==> src/rtl/xc_malu_pkg.sv <==
// Shared definitions for the multi-cycle ALU issue block.
// Contents: bus widths, op code constants, uop bit indices, the op code
// range that is illegal, the issue FSM state encoding and a legality helper.
package xc_malu_pkg;

  localparam int OP_W   = 4;
  localparam int PW_W   = 5;
  localparam int UOP_W  = 14;
  localparam int RS_W   = 96;
  localparam int RES_W  = 64;
  localparam int DATA_W = 32;

  // Op codes as presented on req_op.
  localparam logic [OP_W-1:0] OP_DIV    = 4'd0;
  localparam logic [OP_W-1:0] OP_DIVU   = 4'd1;
  localparam logic [OP_W-1:0] OP_REM    = 4'd2;
  localparam logic [OP_W-1:0] OP_REMU   = 4'd3;
  localparam logic [OP_W-1:0] OP_MUL    = 4'd4;
  localparam logic [OP_W-1:0] OP_MULU   = 4'd5;
  localparam logic [OP_W-1:0] OP_MULSU  = 4'd6;
  localparam logic [OP_W-1:0] OP_CLMUL  = 4'd7;
  localparam logic [OP_W-1:0] OP_PMUL   = 4'd8;
  localparam logic [OP_W-1:0] OP_PCLMUL = 4'd9;
  localparam logic [OP_W-1:0] OP_MADD   = 4'd10;
  localparam logic [OP_W-1:0] OP_MSUB   = 4'd11;
  localparam logic [OP_W-1:0] OP_MACC   = 4'd12;
  localparam logic [OP_W-1:0] OP_MMUL   = 4'd13;

  // Codes from OP_ILLEGAL_MIN up to OP_ILLEGAL_MAX have no uop.
  localparam logic [OP_W-1:0] OP_ILLEGAL_MIN = 4'd14;
  localparam logic [OP_W-1:0] OP_ILLEGAL_MAX = 4'd15;

  // Bit positions inside malu_uop; uop bit i corresponds to op code i.
  localparam int UOP_DIV    = 0;
  localparam int UOP_DIVU   = 1;
  localparam int UOP_REM    = 2;
  localparam int UOP_REMU   = 3;
  localparam int UOP_MUL    = 4;
  localparam int UOP_MULU   = 5;
  localparam int UOP_MULSU  = 6;
  localparam int UOP_CLMUL  = 7;
  localparam int UOP_PMUL   = 8;
  localparam int UOP_PCLMUL = 9;
  localparam int UOP_MADD   = 10;
  localparam int UOP_MSUB   = 11;
  localparam int UOP_MACC   = 12;
  localparam int UOP_MMUL   = 13;

  typedef enum logic [1:0] {
    ST_IDLE = 2'd0,
    ST_BUSY = 2'd1,
    ST_DONE = 2'd2
  } state_e;

  function automatic logic op_is_legal(input logic [OP_W-1:0] op);
    return (op < OP_ILLEGAL_MIN);
  endfunction

endpackage

==> src/rtl/xc_malu_issue_if.sv <==
// Bus bundle between the core, the issue block and the multi-cycle ALU.
// Groups: request (kill, req_*), ALU side (malu_*), response (rsp_*).
// slave  : view of the issue block (takes requests, drives ALU and response).
// master : view of the environment (core plus ALU model).
interface xc_malu_issue_if;
  import xc_malu_pkg::*;

  logic                kill;
  logic                req_valid;
  logic                req_ready;
  logic [OP_W-1:0]     req_op;
  logic [PW_W-1:0]     req_pw;
  logic                req_hi;
  logic [RS_W-1:0]     req_rs;

  logic                malu_valid;
  logic                malu_flush;
  logic [UOP_W-1:0]    malu_uop;
  logic [PW_W-1:0]     malu_pw;
  logic [RS_W-1:0]     malu_rs;
  logic [RES_W-1:0]    malu_result;
  logic                malu_ready;

  logic                rsp_valid;
  logic                rsp_ready;
  logic [DATA_W-1:0]   rsp_data;
  logic [RES_W-1:0]    rsp_wide;
  logic                rsp_err;

  modport slave (
    input  kill, req_valid, req_op, req_pw, req_hi, req_rs,
    input  malu_result, malu_ready, rsp_ready,
    output req_ready, malu_valid, malu_flush, malu_uop, malu_pw, malu_rs,
    output rsp_valid, rsp_data, rsp_wide, rsp_err
  );

  modport master (
    output kill, req_valid, req_op, req_pw, req_hi, req_rs,
    output malu_result, malu_ready, rsp_ready,
    input  req_ready, malu_valid, malu_flush, malu_uop, malu_pw, malu_rs,
    input  rsp_valid, rsp_data, rsp_wide, rsp_err
  );

endinterface

==> src/rtl/xc_malu_issue_decode.sv <==
// Combinational op decoder.
// Ports: op (in, 4) request op code; uop (out, 14) one-hot uop, all zero for
// an illegal code; legal (out, 1) op code has a uop.
module xc_malu_issue_decode
  import xc_malu_pkg::*;
(
  input  logic [OP_W-1:0]  op,
  output logic [UOP_W-1:0] uop,
  output logic             legal
);

  always_comb begin
    uop   = '0;
    legal = op_is_legal(op);
    for (int i = 0; i < UOP_W; i++) begin
      if (op == OP_W'(i)) uop[i] = 1'b1;
    end
  end

endmodule

==> src/rtl/xc_malu_issue.sv <==
// Issue stage for the multi-cycle ALU: accepts one request, holds it on the
// ALU interface until the ALU answers or a cycle budget expires, then holds
// the response until the consumer takes it.
// Ports: clock, reset (async, active-high); bus (xc_malu_issue_if.slave)
// carrying kill, the req_* handshake, the malu_* ALU interface and the
// rsp_* response. Parameter LAT_MAX: last BUSY counter value at which a
// late malu_ready is still accepted before the operation times out.
module xc_malu_issue
  import xc_malu_pkg::*;
#(
  parameter int LAT_MAX = 40
) (
  input  logic           clock,
  input  logic           reset,
  xc_malu_issue_if.slave bus
);

  localparam int CNT_W = $clog2(LAT_MAX + 2);
  localparam logic [CNT_W-1:0] CNT_MAX = CNT_W'(LAT_MAX);

  state_e            state_q, state_d;
  logic [UOP_W-1:0]  uop_q,   uop_d;
  logic [PW_W-1:0]   pw_q,    pw_d;
  logic              hi_q,    hi_d;
  logic [RS_W-1:0]   rs_q,    rs_d;
  logic [CNT_W-1:0]  cnt_q,   cnt_d;
  logic [RES_W-1:0]  wide_q,  wide_d;
  logic              err_q,   err_d;
  logic              flush_q, flush_d;

  logic [UOP_W-1:0]  dec_uop;
  logic              dec_legal;
  logic              req_ready;
  logic              busy;
  logic              done;

  xc_malu_issue_decode u_decode (
    .op    (bus.req_op),
    .uop   (dec_uop),
    .legal (dec_legal)
  );

  // reset is folded in so req_ready stays low until reset is released.
  assign req_ready = (state_q == ST_IDLE) && !bus.kill && !reset;
  assign busy      = (state_q == ST_BUSY);
  assign done      = (state_q == ST_DONE);

  always_comb begin
    state_d = state_q;
    uop_d   = uop_q;
    pw_d    = pw_q;
    hi_d    = hi_q;
    rs_d    = rs_q;
    cnt_d   = cnt_q;
    wide_d  = wide_q;
    err_d   = err_q;
    flush_d = 1'b0;

    unique case (state_q)
      ST_IDLE: begin
        if (bus.req_valid && req_ready) begin
          uop_d  = dec_uop;
          pw_d   = bus.req_pw;
          hi_d   = bus.req_hi;
          rs_d   = bus.req_rs;
          cnt_d  = '0;
          wide_d = '0;
          // An illegal op skips the ALU and answers with an error directly.
          err_d   = !dec_legal;
          state_d = dec_legal ? ST_BUSY : ST_DONE;
        end
      end

      ST_BUSY: begin
        if (bus.kill) begin
          flush_d = 1'b1;
          state_d = ST_IDLE;
        end else if (bus.malu_ready) begin
          // A result arriving on the last budgeted cycle still wins.
          wide_d  = bus.malu_result;
          err_d   = 1'b0;
          state_d = ST_DONE;
        end else if (cnt_q == CNT_MAX) begin
          flush_d = 1'b1;
          wide_d  = '0;
          err_d   = 1'b1;
          state_d = ST_DONE;
        end else begin
          cnt_d = cnt_q + CNT_W'(1);
        end
      end

      ST_DONE: begin
        // Handing off and accepting a new request never share a cycle:
        // req_ready only rises once the state is back in IDLE.
        if (bus.kill || bus.rsp_ready) state_d = ST_IDLE;
      end

      default: state_d = ST_IDLE;
    endcase
  end

  always_ff @(posedge clock or posedge reset) begin
    if (reset) begin
      state_q <= ST_IDLE;
      uop_q   <= '0;
      pw_q    <= '0;
      hi_q    <= 1'b0;
      rs_q    <= '0;
      cnt_q   <= '0;
      wide_q  <= '0;
      err_q   <= 1'b0;
      flush_q <= 1'b0;
    end else begin
      state_q <= state_d;
      uop_q   <= uop_d;
      pw_q    <= pw_d;
      hi_q    <= hi_d;
      rs_q    <= rs_d;
      cnt_q   <= cnt_d;
      wide_q  <= wide_d;
      err_q   <= err_d;
      flush_q <= flush_d;
    end
  end

  // ALU side is quiet outside BUSY so a stale latch never looks like work.
  assign bus.req_ready  = req_ready;
  assign bus.malu_valid = busy;
  assign bus.malu_flush = flush_q;
  assign bus.malu_uop   = busy ? uop_q : '0;
  assign bus.malu_pw    = busy ? pw_q  : '0;
  assign bus.malu_rs    = busy ? rs_q  : '0;

  assign bus.rsp_valid  = done;
  assign bus.rsp_err    = done & err_q;
  assign bus.rsp_wide   = done ? wide_q : '0;
  assign bus.rsp_data   = !done ? '0 :
                          (hi_q ? wide_q[RES_W-1:DATA_W] : wide_q[DATA_W-1:0]);

endmodule

==> src/flat_wrapper.sv <==
// flat-port wrapper written by rule: the top's interface ports become plain ports
module xc_malu_issue_flat import xc_malu_pkg::*;
#(
  parameter int LAT_MAX = 40
)
  (clock, reset, bus_kill, bus_req_valid, bus_req_op, bus_req_pw, bus_req_hi, bus_req_rs, bus_malu_result, bus_malu_ready, bus_rsp_ready, bus_req_ready, bus_malu_valid, bus_malu_flush, bus_malu_uop, bus_malu_pw, bus_malu_rs, bus_rsp_valid, bus_rsp_data, bus_rsp_wide, bus_rsp_err);
  xc_malu_issue_if bus_i ();
  input  logic clock;
  input  logic reset;
  input wire logic [$bits(bus_i.kill)-1:0] bus_kill;
  input wire logic [$bits(bus_i.req_valid)-1:0] bus_req_valid;
  input wire logic [$bits(bus_i.req_op)-1:0] bus_req_op;
  input wire logic [$bits(bus_i.req_pw)-1:0] bus_req_pw;
  input wire logic [$bits(bus_i.req_hi)-1:0] bus_req_hi;
  input wire logic [$bits(bus_i.req_rs)-1:0] bus_req_rs;
  input wire logic [$bits(bus_i.malu_result)-1:0] bus_malu_result;
  input wire logic [$bits(bus_i.malu_ready)-1:0] bus_malu_ready;
  input wire logic [$bits(bus_i.rsp_ready)-1:0] bus_rsp_ready;
  output wire logic [$bits(bus_i.req_ready)-1:0] bus_req_ready;
  output wire logic [$bits(bus_i.malu_valid)-1:0] bus_malu_valid;
  output wire logic [$bits(bus_i.malu_flush)-1:0] bus_malu_flush;
  output wire logic [$bits(bus_i.malu_uop)-1:0] bus_malu_uop;
  output wire logic [$bits(bus_i.malu_pw)-1:0] bus_malu_pw;
  output wire logic [$bits(bus_i.malu_rs)-1:0] bus_malu_rs;
  output wire logic [$bits(bus_i.rsp_valid)-1:0] bus_rsp_valid;
  output wire logic [$bits(bus_i.rsp_data)-1:0] bus_rsp_data;
  output wire logic [$bits(bus_i.rsp_wide)-1:0] bus_rsp_wide;
  output wire logic [$bits(bus_i.rsp_err)-1:0] bus_rsp_err;
  assign bus_i.kill = bus_kill;
  assign bus_i.req_valid = bus_req_valid;
  assign bus_i.req_op = bus_req_op;
  assign bus_i.req_pw = bus_req_pw;
  assign bus_i.req_hi = bus_req_hi;
  assign bus_i.req_rs = bus_req_rs;
  assign bus_i.malu_result = bus_malu_result;
  assign bus_i.malu_ready = bus_malu_ready;
  assign bus_i.rsp_ready = bus_rsp_ready;
  assign bus_req_ready = bus_i.req_ready;
  assign bus_malu_valid = bus_i.malu_valid;
  assign bus_malu_flush = bus_i.malu_flush;
  assign bus_malu_uop = bus_i.malu_uop;
  assign bus_malu_pw = bus_i.malu_pw;
  assign bus_malu_rs = bus_i.malu_rs;
  assign bus_rsp_valid = bus_i.rsp_valid;
  assign bus_rsp_data = bus_i.rsp_data;
  assign bus_rsp_wide = bus_i.rsp_wide;
  assign bus_rsp_err = bus_i.rsp_err;
  xc_malu_issue #(.LAT_MAX(LAT_MAX)) u_core (.clock(clock), .reset(reset), .bus(bus_i));
endmodule
==> config.mk <==
export PLATFORM = sky130hd
export DESIGN_NAME = xc_malu_issue_flat
export DESIGN_NICKNAME = d
export VERILOG_FILES = /design/src/rtl/xc_malu_pkg.sv /design/src/rtl/xc_malu_issue_if.sv /design/src/rtl/xc_malu_issue_decode.sv /design/src/rtl/xc_malu_issue.sv /design/src/flat_wrapper.sv
export SDC_FILE = /design/constraint.sdc
export NUM_CORES = 1
export LEC_CHECK = 0
export CAP_MARGIN = 20
export CELL_PAD_IN_SITES_DETAIL_PLACEMENT = 1
export CELL_PAD_IN_SITES_GLOBAL_PLACEMENT = 2
export CORE_UTILIZATION = 26
export DETAILED_ROUTE_END_ITERATION = 8
export GPL_TIMING_DRIVEN = 1
export PLACE_DENSITY_LB_ADDON = 0.1
export RECOVER_POWER = 50
export SLEW_MARGIN = 20
export SYNTH_ARGS = -nofsm -noshare
export SYNTH_HDL_FRONTEND = slang
export SYNTH_SLANG_ARGS = --single-unit
==> constraint.sdc <==
create_clock -name clock -period 6.61 [get_ports clock]
set_input_delay 0.9915 -clock clock [delete_from_list [all_inputs] [get_ports clock]]
set_output_delay 0.9915 -clock clock [all_outputs]
set_load 0.05 [all_outputs]
[Yosys cells after proc, flatten, opt, wreduce, memory -nomap -nowiden]
Cells that the tools add are included.
Storage, ports and cells
  flip-flop bits (word level): 190
  output and inout bits: 216
  logic and storage cells: 95
Cells by class
  reduce and logical (&&, ||, !) cells: 14
  bitwise logic cells: 1
  magnitude comparators: 1
  eq/ne operators: 23
  $add $sub $neg: 1
  muxes and demuxes: 46
Operators with widths (number)
  64-bit 2-to-1 mux: 5
  64-bit case mux with 2 select lines: 1
  96-bit 2-to-1 mux: 1
  32-bit 2-to-1 mux: 2
  4-bit equality test (second input constant): 6
  6-bit 2-to-1 mux: 4
  1-bit 2-to-1 mux: 22
  4-bit by 3-bit equality test with 1-bit output (second input constant): 4
  14-bit 2-to-1 mux: 1
  2-bit 2-to-1 mux: 6
  6-bit case mux with 2 select lines: 1
  2-bit inequality test (second input constant): 5
  4-bit by 2-bit equality test with 1-bit output (second input constant): 2
  6-bit by 1-bit adder with 6-bit output (second input constant): 1
  6-bit equality test (second input constant): 1
  2-bit case mux with 3 select lines: 1
  5-bit 2-to-1 mux: 1
  5-bit AND reduction: 1
  4-bit by 1-bit equality test with 1-bit output (second input constant): 1
  4-bit logical NOT: 1
  4-bit less-than comparator (second input constant): 1
  4-bit inequality test (second input constant): 1
  4-bit AND reduction: 1
  1-bit logical AND: 3
  11 further kinds: 13

[Depth between registers and ports, before layout]
Gate-level depths: netlist (run 1).
  depth in word-level cells: 6
  mapped depth: 8
  depth with buffers taken out: 6

[Hierarchy]
From an unflattened synthesis (run 1), not the netlist that was laid out.
Second synthesis, totals
  cell total of the unflattened synthesis: 991
  area, all modules: 9092.5 sq um
Modules (own cells, without submodules)
  xc_malu_issue: cells an instance 972, area an instance 8872.3 sq um, times used 1, seq. area each 4754.6 sq um
  xc_malu_issue_decode: cells an instance 19, area an instance 220.2 sq um, times used 1, seq. area each 0.0 sq um

[Worst setup path after synthesis (run 1)]
OpenSTA, ideal clock, no wires.
  kind: input-to-output
  from: input port bus_kill
  to: output port bus_req_ready
  path buffers: 0
  arrival: 2491 ps
  stages on the path: 1
  slack: 3128 ps
  cell sequence: nor4_1
On the way
  longest elaborated chain between the ends: 3
RTL lines
  start: declaration: line flat_wrapper.sv:10  | input wire logic [$bits(bus_i.kill)-1:0] bus_kill;
  1-bit logical NOT: line xc_malu_issue.sv:44  | assign req_ready = (state_q == ST_IDLE) && !bus.kill && !reset;
  1-bit logical AND (2 in a row): line xc_malu_issue.sv:44
  end: declaration: line flat_wrapper.sv:19  | output wire logic [$bits(bus_i.req_ready)-1:0] bus_req_ready;
Every way passes these cells.

[Worst setup path after layout (run 1)]
  from: input port reset
  to: register u_core.wide_q[18]
On the way
  longest elaborated chain between the ends: 5
RTL lines
  start: declaration: line flat_wrapper.sv:9  | input logic reset;
  1-bit logical NOT: line xc_malu_issue.sv:44
  1-bit logical AND: line xc_malu_issue.sv:44
  1-bit logical AND: line xc_malu_issue.sv:61  | if (bus.req_valid && req_ready) begin
  2-bit inequality test (no line)
  4-bit AND reduction (no line)
  end signal: assignment: line xc_malu_issue.sv:121  | wide_q <= wide_d;
  end: declaration: line xc_malu_issue.sv:27  | logic [RES_W-1:0] wide_q, wide_d;
Every way passes these cells.
A chain may end at the register's enable or synchronous reset.

==> run_results.csv, run 1 <==
group,metric,value,unit
sta,min_period,4.74,ns
sta,slew_headroom,-1.15,
setup_path,startpoint_type,"input port",
synthesis,synthesis.nets,924,
pwr,clockPowerShare,0.327,
finish,fillers,3660,
pwr,internal_power,2320,uW
sta,fmax,0.211,GHz
global_routing,grt_usage,0.177,
place,dp_cells,1537,
pwr,seqPwrFrac,0.451,
floorplanning,fp.dieW,187,um
place,hpwl,21600,um
synthesis,yosysSeqAreaShare,0.535,
job,maxCapViolations,5,
floorplanning,die_y,187,um
floorplanning,rows,67,
sta,tightest_slew,3.23,ns
setup_path,cp_cell_sequence,"dlygate4sd3_1 -> nor2b_1 -> o21ai_0 -> a21o_2 -> clkbuf_1 -> a22o_1",
global_routing,first_global_vias,7422,
global_routing,grt_overflow_total,0,
routing,drt_iter0_drc,199,
clock_network,clk_path_buf_depth,2,
sta,layout_setup_ws,1.87,ns
floorplanning,start_util,0.264,
synthesis,synth_flop_cell,"dfrtp_1",
synthesis,synth_commonest_cells,"190 x dfrtp_1, 180 x and2_1, 103 x mux2_2, 64 x a22o_1, 35 x nor2_1",
finish,nNetsFinal,1286,
place,place_area,13200,sq um
global_routing,grt_max_degree,138,
pwr,power_density,239,nW/um^2
synthesis,synth_most_common_cell,"dfrtp_1",
pwr,p_comb_frac,0.223,
setup_path,path_buf_inv,2,
place,pre_cts_ws,2.69,ns
sta,min_period_over_period,0.718,
clock_network,cts_buffers,17,
synthesis,synth_edf_count,0,
synthesis,synth_top_area_cell,"dfrtp_1",
routing,vias,7097,
pwr,p_leak,0.00572,uW
routing,wl_per_cell,19.4,um
place,numPortBuffers,391,
synthesis,async_flop_share,1.00,
pwr,max-vdd-ir-drop,0.176,mV
synthesis,yosys_warnings,0,
synthesis,synth_top_area_share,0.535,
finish,drive_above_1_share,0.136,
outcome,violations,"max-capacitance violations, max-slew violations",
sta,setup_violations,0,
synthesis,synth.mux.area_fraction,0.167,
sta,grt_setup_unrepaired,"no",
synthesis,synth_compound_area_frac,0.0923,
routing,wl,30600,um
synthesis,synth_fa_ha_area_frac,0.00282,
setup_path,path_delay_family,"buffers and inverters",
finish,fin_area,13800,sq um
synthesis,synth_seq_cells,190,
global_routing,antenna_found_initial,6,
finish,fin_cells,1575,
clock_network,cts_tree,"done",
routing,drtAntennaViolNets,0,
floorplanning,dieArea,34900,sq um
sta,worst_clock_skew,0.00640,ns
synthesis,synth_top_family_by_area,"simple AND/OR/NAND/NOR gates",
setup_path,timing_worst_setup_path_type,"input port to flip-flop",
clock_network,post_cts_buffers,0,
synthesis,syn-cell-area,8890,sq um
setup_path,cpMaxStageDelayCell,"clkbuf_1",
sta,setup_tns,0,ns
clock_network,cts.sinks,190,
sta,hold_viol,0,
clock_network,cts_resized,0,
setup_path,crit_path_end_kind,"flip-flop",
clock_network,postCtsHoldBufs,0,
synthesis,yosys.area_share.xor_xnor,0,
floorplanning,coreArea,33600,sq um
clock_network,h-tree-depth,4,
clock_network,cts_root_buf,"clkbuf_16",
pwr,switching_share,0.292,
floorplanning,io-pin-count,392,
synthesis,syn_inst,746,
setup_path,cp_max_fo,65,
place,place_congestion,0.779,
sta,maxSlewViolCount,307,
synthesis,yosysUniqueCellTypes,39,
setup_path,reg2reg_setup_slack,2.40,ns
pwr,power_switching,959,uW
routing,viasPerCell,4.51,
setup_path,worst-endpoint-arrival,5.10,ns
synthesis,synthSimpleGateAreaFrac,0.167,
synthesis,ys_top_cells_by_area,"dfrtp_1 53%, mux2_2 13%, and2_1 13%, a22o_1 6.3%, mux2i_1 3.6%",
synthesis,syn_avg_cell_area,11.9,sq um
clock_network,clk_latency,0.44,ns
hold_path,hp-class,"flip-flop to flip-flop",
setup_path,cpPeakStageDelay,2.25,ns
routing,drc,0,
setup_path,critPathRequiredTime,6.97,ns
routing,firstDrtPassIters,4,
global_routing,grt_pass1_wl,47000,um
clock_network,clk_pin_slew,0.07,ns
outcome,status,"complete, but fails checks",
finish,syn_to_final_growth,54.7,%
-- power groups by stage --
stage | registers, uW | clock network, uW | logic [uW]
final | 1480 | 1070 | 731
after global routing | 1510 | 1160 | 788
after CTS | 1480 | 1120 | 746
after detailed placement | 1500 | 0 | 741
after global placement | 1500 | 0 | 729
after floorplan | 1450 | 0 | 489
-- final cells by class --
class / count / area, sq um / share of cell area
multi-input combinational: 491 / 3810 / 0.277
clock inverter: 12 / 133 / 0.00964
sequential: 190 / 4760 / 0.346
clock buffer: 20 / 467 / 0.0339
timing repair buffer: 402 / 3980 / 0.289
inverter: 6 / 28.8 / 0.00209
antenna: 6 / 15.0 / 0.00109
tap: 448 / 561 / 0.0408
-- worst paths after layout --
| kind | cells after the start | endpoint | startpoint |
|---|---|---|---|
| min in group asynchronous | 2 | u_core.uop_q[5]$_DFFE_PP0P_ | reset |
| max in group asynchronous | 3 | u_core.wide_q[47]$_DFFE_PP0P_ | reset |
| hold reg to reg | 2 | u_core.uop_q[9]$_DFFE_PP0P_ | u_core.uop_q[9]$_DFFE_PP0P_ |
| hold / removal | 2 | u_core.uop_q[9]$_DFFE_PP0P_ | u_core.uop_q[9]$_DFFE_PP0P_ |
| setup / recovery | 6 | u_core.wide_q[18]$_DFFE_PP0P_ | reset |
| setup reg to reg | 5 | u_core.wide_q[18]$_DFFE_PP0P_ | u_core.state_q[1]$_DFFE_PP0P_ |
-- stage by stage --
step / hold slack, ns / utilization / total power [uW]
6_report: 0.468 / 0.409 / 3280
5_1_grt: 0.492 / 0.409 / 3460
3_3_place_gp: 0.451 / 0.391 / 2230
3_5_place_dp: 0.459 / 0.391 / 2240
2_1_floorplan: 0.435 / - / 1940
4_1_cts: 0.475 / 0.409 / 3340
-- sequential cells by signal, indices dropped and copies added, names as in the netlist --
| signal | count |
|---|---|
| u_core.uop_q | 14 |
| u_core.hi_q | 1 |
| u_core.cnt_q | 6 |
| u_core.state_q | 2 |
| u_core.err_q | 1 |
| u_core.rs_q | 96 |
| u_core.pw_q | 5 |
| u_core.wide_q | 64 |
| u_core.bus.malu_flush | 1 |
-- metal layers --
layer / routed length [um] / global-route usage / vias up
met2: 14500 / 0.282 / 252
met5: 0 / 0 / -
met3: 1850 / 0.0508 / 32
met1: 13400 / 0.225 / 3522
li1: - / - / 3291
met4: 755 / 0.0725 / 0
-- cell usage in the layout, fill, tap and decap left out, types with 2 or more instances in the layout --
master / netlist / routed
o21ai_0: 6 / 7
o41ai_1: 7 / 7
nor2_1: 35 / 35
buf_4: 1 / 7
a31oi_1: 3 / 3
ha_1: 2 / 2
inv_1: 6 / 4
mux2i_1: 32 / 32
and2_1: 180 / 179
diode_2: 0 / 6
dfrtp_1: 190 / 189
nor2b_1: 2 / 2
clkdlybuf4s50_1: 0 / 388
dlygate4sd3_1: 0 / 3
clkbuf_8: 0 / 3
a21oi_1: 2 / 2
inv_6: 0 / 3
mux2_2: 103 / 103
clkinv_2: 0 / 3
clkbuf_1: 27 / 4
bufinv_16: 0 / 2
nand4_1: 3 / 3
clkinvlp_4: 0 / 4
clkbuf_16: 0 / 17
a22o_1: 64 / 64
nand2b_1: 7 / 7
nand3_1: 3 / 3
o31ai_1: 7 / 7
nand2_1: 17 / 17
-- worst register-to-register path, delay by kind of cell, from the launching register on --
kind	cells	cell delay [ns]
flops	1	0.42
buf+inv	2	2.77
compound gates	2	0.66
simple gates	1	0.28
-- logic make-up after synthesis --
family          count (synthesis)
compound gates                 99
fa+ha+maj                       2
buf+inv                        65
flops                         190
mux                           135
simple gates                  255
Note: power is estimated with default switching activity, not from simulation.
==> inputs of run 2 (changes only) <==
- clock period: 6.61 -> 4.95 ns (I/O delays scaled with it)
==> run 2 against run 1 <==
The flow still finishes with violations (max-capacitance violations, max-slew violations). Critical path depth unchanged. Flip-flop and latch count unchanged. Clock skew increased by 0.0057 ns. Final area about the same. Clock power increased by 32%. Global-route usage decreased by 0.10 points. Hold slack improved by 0.0047 ns. Combinational power increased by 30%. Non-clock buffer count unchanged. Utilization about the same. Critical path type is now flip-flop to output port. Critical endpoint is now bus_rsp_wide[0].
==> run_results.csv, run 2 (same netlist as run 1, synthesis figures left out) <==
group,metric,value,unit
sta,layout_setup_ws,1.32,ns
floorplanning,start_util,0.264,
pwr,p_leak,0.00574,uW
setup_path,setup.worst_path.end,"bus_rsp_wide[0]",
floorplanning,die_y,187,um
routing,drtAntennaViolNets,0,
clock_network,cts_root_buf,"clkbuf_16",
floorplanning,coreArea,33600,sq um
setup_path,cpPeakStageDelay,0.84,ns
job,maxCapViolations,2,
outcome,status,"complete, but fails checks",
finish,fin_area,13800,sq um
routing,drc,0,
pwr,max-vdd-ir-drop,0.217,mV
global_routing,antenna_found_initial,2,
setup_path,timing_worst_setup_path_type,"flip-flop to output port",
sta,setup_violations,0,
floorplanning,dieArea,34900,sq um
sta,tightest_slew,1.63,ns
setup_path,crit_start,"u_core.state_q[0]$_DFFE_PP0P_",
clock_network,cts_resized,0,
sta,slew_headroom,-0.0895,
global_routing,grt_overflow_total,0,
setup_path,crit_path_end_kind,"output port",
clock_network,cts_buffers,17,
routing,viasPerCell,4.53,
floorplanning,io-pin-count,392,
clock_network,h-tree-depth,4,
routing,drt_iter0_drc,273,
setup_path,critPathRequiredTime,4.21,ns
global_routing,grt_pass1_wl,47400,um
sta,worst_clock_skew,0.0122,ns
routing,vias,7111,
clock_network,cts.sinks,190,
place,hpwl,21500,um
sta,fmax,0.276,GHz
setup_path,cp_max_fo,65,
routing,wl,30300,um
pwr,power_density,317,nW/um^2
setup_path,reg2reg_setup_slack,1.96,ns
clock_network,postCtsHoldBufs,0,
sta,setup_tns,0,ns
clock_network,cts_tree,"done",
setup_path,timing.critical_path.mode_cell,"buf_4",
setup_path,reg2reg_depth,7,
finish,reg.largest.list,"u_core.rs_q: 96 flops, u_core.wide_q: 64 flops, u_core.uop_q: 14 flops",
clock_network,clk_latency,0.43,ns
place,place_congestion,0.741,
place,numPortBuffers,391,
finish,drive_above_1_share,0.136,
finish,multi_input_area,3810,sq um
hold_path,hp-class,"flip-flop to flip-flop",
finish,seq_area,4760,sq um
global_routing,first_global_vias,7732,
finish,syn_to_final_growth,54.8,%
floorplanning,fp.dieW,187,um
clock_network,clk_pin_slew,0.07,ns
routing,firstDrtPassIters,4,
setup_path,startpoint_type,"flip-flop",
floorplanning,rows,67,
pwr,p_total,4370,uW
finish,layout_commonest_cell,"clkdlybuf4s50_1",
setup_path,rr_startpoint,"u_core.cnt_q[0]$_DFFE_PP0P_",
clock_network,clk_path_buf_depth,2,
finish,final_cell_mix,"388 x clkdlybuf4s50_1, 189 x dfrtp_1, 179 x and2_1",
routing,wl_per_cell,19.3,um
finish,regMostFlops,"u_core.rs_q",
setup_path,cpMaxStageDelayCell,"clkdlybuf4s50_1",
sta,maxSlewViolCount,127,
place,place_area,13200,sq um
sta,hold_viol,0,
finish,fillers,3612,
global_routing,grt_usage,0.176,
sta,min_period,3.63,ns
finish,nNetsFinal,1286,
sta,min_period_over_period,0.733,
global_routing,grt_max_degree,128,
setup_path,timing.rr.end,"u_core.wide_q[20]$_DFFE_PP0P_",
outcome,violations,"max-capacitance violations, max-slew violations",
sta,grt_setup_unrepaired,"no",
place,pre_cts_ws,1.70,ns
clock_network,post_cts_buffers,0,
setup_path,worst-endpoint-arrival,2.89,ns
setup_path,cp_cell_sequence,"nand2b_1 -> buf_4 -> inv_1 -> buf_4 -> and2_1 -> clkdlybuf4s50_1",
finish,largest_register_ffs,96,
==> run 2: changes by cell type in the layout (fill, tap and decap cells not counted), moves of 2 or more <==
| cell | before | now |
|---|---|---|
| clkbuf_2 | 0 | 2 |
| clkinvlp_4 | 4 | 1 |
| clkbuf_1 | 4 | 2 |
| clkinv_4 | 1 | 3 |
| diode_2 | 6 | 2 |
| buf_12 | 0 | 2 |
==> run 2: worst min path at each step <==
| stage | start | end | slack (ns) | cells after the start |
|---|---|---|---|---|
| 3_5_place_dp | u_core.uop_q[0]$_DFFE_PP0P_ | u_core.uop_q[0]$_DFFE_PP0P_ | 0.46 | 2 |
| 3_3_place_gp | u_core.uop_q[0]$_DFFE_PP0P_ | u_core.uop_q[0]$_DFFE_PP0P_ | 0.45 | 2 |
| 2_1_floorplan | u_core.uop_q[12]$_DFFE_PP0P_ | u_core.uop_q[12]$_DFFE_PP0P_ | 0.43 | 2 |
| 5_1_grt | u_core.uop_q[0]$_DFFE_PP0P_ | u_core.uop_q[0]$_DFFE_PP0P_ | 0.50 | 2 |
| 4_1_cts | u_core.uop_q[0]$_DFFE_PP0P_ | u_core.uop_q[0]$_DFFE_PP0P_ | 0.48 | 2 |
| 6_report | u_core.uop_q[0]$_DFFE_PP0P_ | u_core.uop_q[0]$_DFFE_PP0P_ | 0.47 | 2 |
==> run 2: critical path: cells and delay by family (launching register included) <==
family,cells,cell delay (ns)
DFF,1,0.43
buffers and inverters,4,1.61
and+or+nand+nor,2,0.36
==> run 2: final cells by class <==
| class | instances | share of cell area |
|---|---|---|
| flip-flops and latches | 190 | 0.346 |
| repair buffers | 402 | 0.292 |
| multi-input cells | 491 | 0.277 |
| well taps | 448 | 0.0407 |
| clock buffers | 20 | 0.0332 |
| clock inverters | 12 | 0.00982 |
| inverters | 6 | 0.00173 |
| diodes | 2 | 0.000364 |
==> run 2: per-stage QoR <==
stage               cells   util  hold slack, ns
CTS                  1569  0.410           0.480
global route         1571  0.409           0.500
floorplan             746      -           0.435
global placement     1537  0.392           0.452
detailed placement   1537  0.392           0.462
finish               1571  0.409           0.472
==> run 2: where the power goes <==
part / switching (uW) / total, uW / internal, uW
combinational: 450 / 947 / 497
sequential: 187 / 2010 / 1820
clock: 635 / 1410 / 778
total: 1270 / 4370 / 3090
==> run 2: layer usage <==
layer  global-route usage  vias up  routed length (um)
li1                     -     3290                   -
met3               0.0512       24                1940
met4               0.0567        0                 541
met2                0.293      234               14800
met5                    0        -                   0
met1                0.218     3563               13000
==> inputs of run 3 (changes only) <==
- clock period: 4.95 -> 3.65 ns (I/O delays scaled with it)
==> run 3 against run 2 <==
The run still ends with max-capacitance violations, max-slew violations left. Utilization shrank 0.21 points. First-iteration DRC count is 8.4% higher. Global-route usage barely moved. Non-clock buffer count up 3. Flip-flop and latch count stayed put. Count of clock-buffer cells in the layout down 1. Largest cell class unchanged.
==> run_results.csv, run 3 (same netlist as run 1, synthesis figures left out) <==
group,metric,value,unit
outcome,status,"complete, but fails checks",
outcome,violations,"max-capacitance violations, max-slew violations",
place,hpwl,21300,um
routing,drt_iter0_drc,296,
global_routing,first_global_vias,7539,
finish,nNetsFinal,1289,
clock_network,cts_resized,0,
setup_path,worst-endpoint-arrival,2.89,ns
global_routing,antenna_found_initial,1,
sta,fmax,0.291,GHz
finish,regMostFlops,"u_core.rs_q",
clock_network,clk_path_buf_depth,2,
setup_path,path_delay_family,"buffers and inverters",
hold_path,hp-class,"flip-flop to flip-flop",
global_routing,globalRouteMet2Util,0.299,
global_routing,grt_max_degree,79,
clock_network,cts.sinks,190,
sta,slew_headroom,-0.303,
clock_network,postCtsHoldBufs,0,
clock_network,post_cts_buffers,0,
clock_network,clk_latency,0.44,ns
finish,final_cell_mix,"322 x clkdlybuf4s50_1, 189 x dfrtp_1, 179 x and2_1",
finish,syn_to_final_growth,54.0,%
floorplanning,start_util,0.264,
setup_path,startpoint_type,"flip-flop",
routing,wl,30200,um
pwr,p_leak,0.00591,uW
global_routing,grt_overflow_total,0,
floorplanning,dieArea,34900,sq um
setup_path,rr_startpoint,"u_core.state_q[1]$_DFFE_PP0P_",
place,numPortBuffers,391,
setup_path,critPathRequiredTime,3.10,ns
floorplanning,coreArea,33600,sq um
finish,largest_register_ffs,96,
hold_path,hold_start,"u_core.uop_q[7]$_DFFE_PP0P_",
sta,tightest_slew,1.95,ns
setup_path,cp_max_fo,20,
setup_path,path_buf_inv,2,
place,place_area,13100,sq um
global_routing,grt_use_met1,0.225,
sta,hold_viol,0,
pwr,max-vdd-ir-drop,0.308,mV
pwr,power_density,440,nW/um^2
sta,worst_clock_skew,0.0151,ns
sta,min_period_over_period,0.940,
sta,grt_setup_unrepaired,"no",
setup_path,reg2reg_setup_slack,0.62,ns
floorplanning,die_y,187,um
setup_path,cpMaxStageDelayCell,"clkdlybuf4s50_1",
clock_network,cts_buffers,17,
setup_path,cp_cell_sequence,"nand2b_1 -> buf_4 -> nor2_1 -> clkdlybuf4s50_1",
global_routing,grt_usage,0.176,
global_routing,grt_use_met3,0.0407,
routing,drc,0,
routing,drtAntennaViolNets,0,
sta,setup_tns,0,ns
routing,firstDrtPassIters,4,
finish,drive_above_1_share,0.198,
finish,layout_commonest_cell,"clkdlybuf4s50_1",
clock_network,cts_tree,"done",
clock_network,h-tree-depth,4,
floorplanning,rows,67,
finish,reg.largest.list,"u_core.rs_q: 96 flops, u_core.wide_q: 64 flops, u_core.uop_q: 14 flops",
global_routing,grt_pass1_wl,47200,um
sta,maxSlewViolCount,178,
clock_network,clk_pin_slew,0.08,ns
setup_path,cpPeakStageDelay,0.83,ns
routing,viasPerCell,4.52,
routing,wl_per_cell,19.2,um
setup_path,timing.rr.end,"u_core.err_q$_DFFE_PP0P_",
job,maxCapViolations,3,
global_routing,gr-max-usage-layer,"met2",
place,place_congestion,0.742,
setup_path,timing_worst_setup_path_type,"flip-flop to output port",
hold_path,hold_depth,2,
finish,fin_area,13700,sq um
floorplanning,fp.dieW,187,um
sta,min_period,3.43,ns
hold_path,holdPathEnd,"u_core.uop_q[7]$_DFFE_PP0P_",
clock_network,cts_root_buf,"clkbuf_16",
floorplanning,io-pin-count,392,
setup_path,reg2reg_depth,6,
setup_path,crit_path_end_kind,"output port",
routing,vias,7108,
sta,setup_violations,0,
## run 3: report_power, final
group | internal [uW] | switching, uW
combinational | 678 | 634
clock | 1100 | 904
sequential | 2470 | 240
total | 4250 | 1780
## run 3: worst register-to-register path: cells and delay by family, from the launching register on
| kind | cells | cell delay [ns] |
|---|---|---|
| buf+inv | 3 | 1.74 |
| flops | 1 | 0.42 |
| compound gates | 2 | 0.41 |
| simple gates | 1 | 0.27 |
## run 3: metal layers
metal / wire length (um) / share of wire / up-vias
li1: - / - / 3291
met1: 13400 / 0.45 / 3572
met2: 15000 / 0.50 / 224
met3: 1440 / 0.048 / 21
met4: 326 / 0.011 / 0
met5: 0 / 0 / -
## run 3: how the worst max path moves through the flow
stage                             startpoint                               to  cells past startpoint
2_1_floorplan                          reset  u_core.bus.malu_flush$_DFF_PP0_                      1
3_3_place_gp   u_core.state_q[0]$_DFFE_PP0P_                 bus_rsp_data[10]                      4
3_5_place_dp   u_core.state_q[0]$_DFFE_PP0P_                  bus_rsp_data[2]                      4
6_report       u_core.state_q[0]$_DFFE_PP0P_                  bus_rsp_data[2]                      4
5_1_grt        u_core.state_q[0]$_DFFE_PP0P_                  bus_rsp_data[2]                      4
4_1_cts        u_core.state_q[0]$_DFFE_PP0P_                  bus_rsp_data[2]                      4
## run 3: cell type report
type	count	area (sq um)
fillers	3672	19900
flip-flops and latches	190	4760
repair buffers	405	3920
multi-input cells	491	3810
well taps	448	561
clock buffers	19	433
clock inverters	13	180
inverters	6	23.8
diodes	1	2.50
## run 3: per-stage QoR
step                      power [uW]  utilization  std cells  setup WS, ns  hold WS (ns)
after floorplan                 3520            -        746         0.654         0.435
after global placement          4070        0.390       1540         0.583         0.452
after detailed placement        4090        0.390       1540         0.636         0.459
after CTS                       6140        0.408       1572         0.136         0.477
after global routing            6340        0.407       1573         0.103         0.496
final                           6030        0.407       1573         0.217         0.472
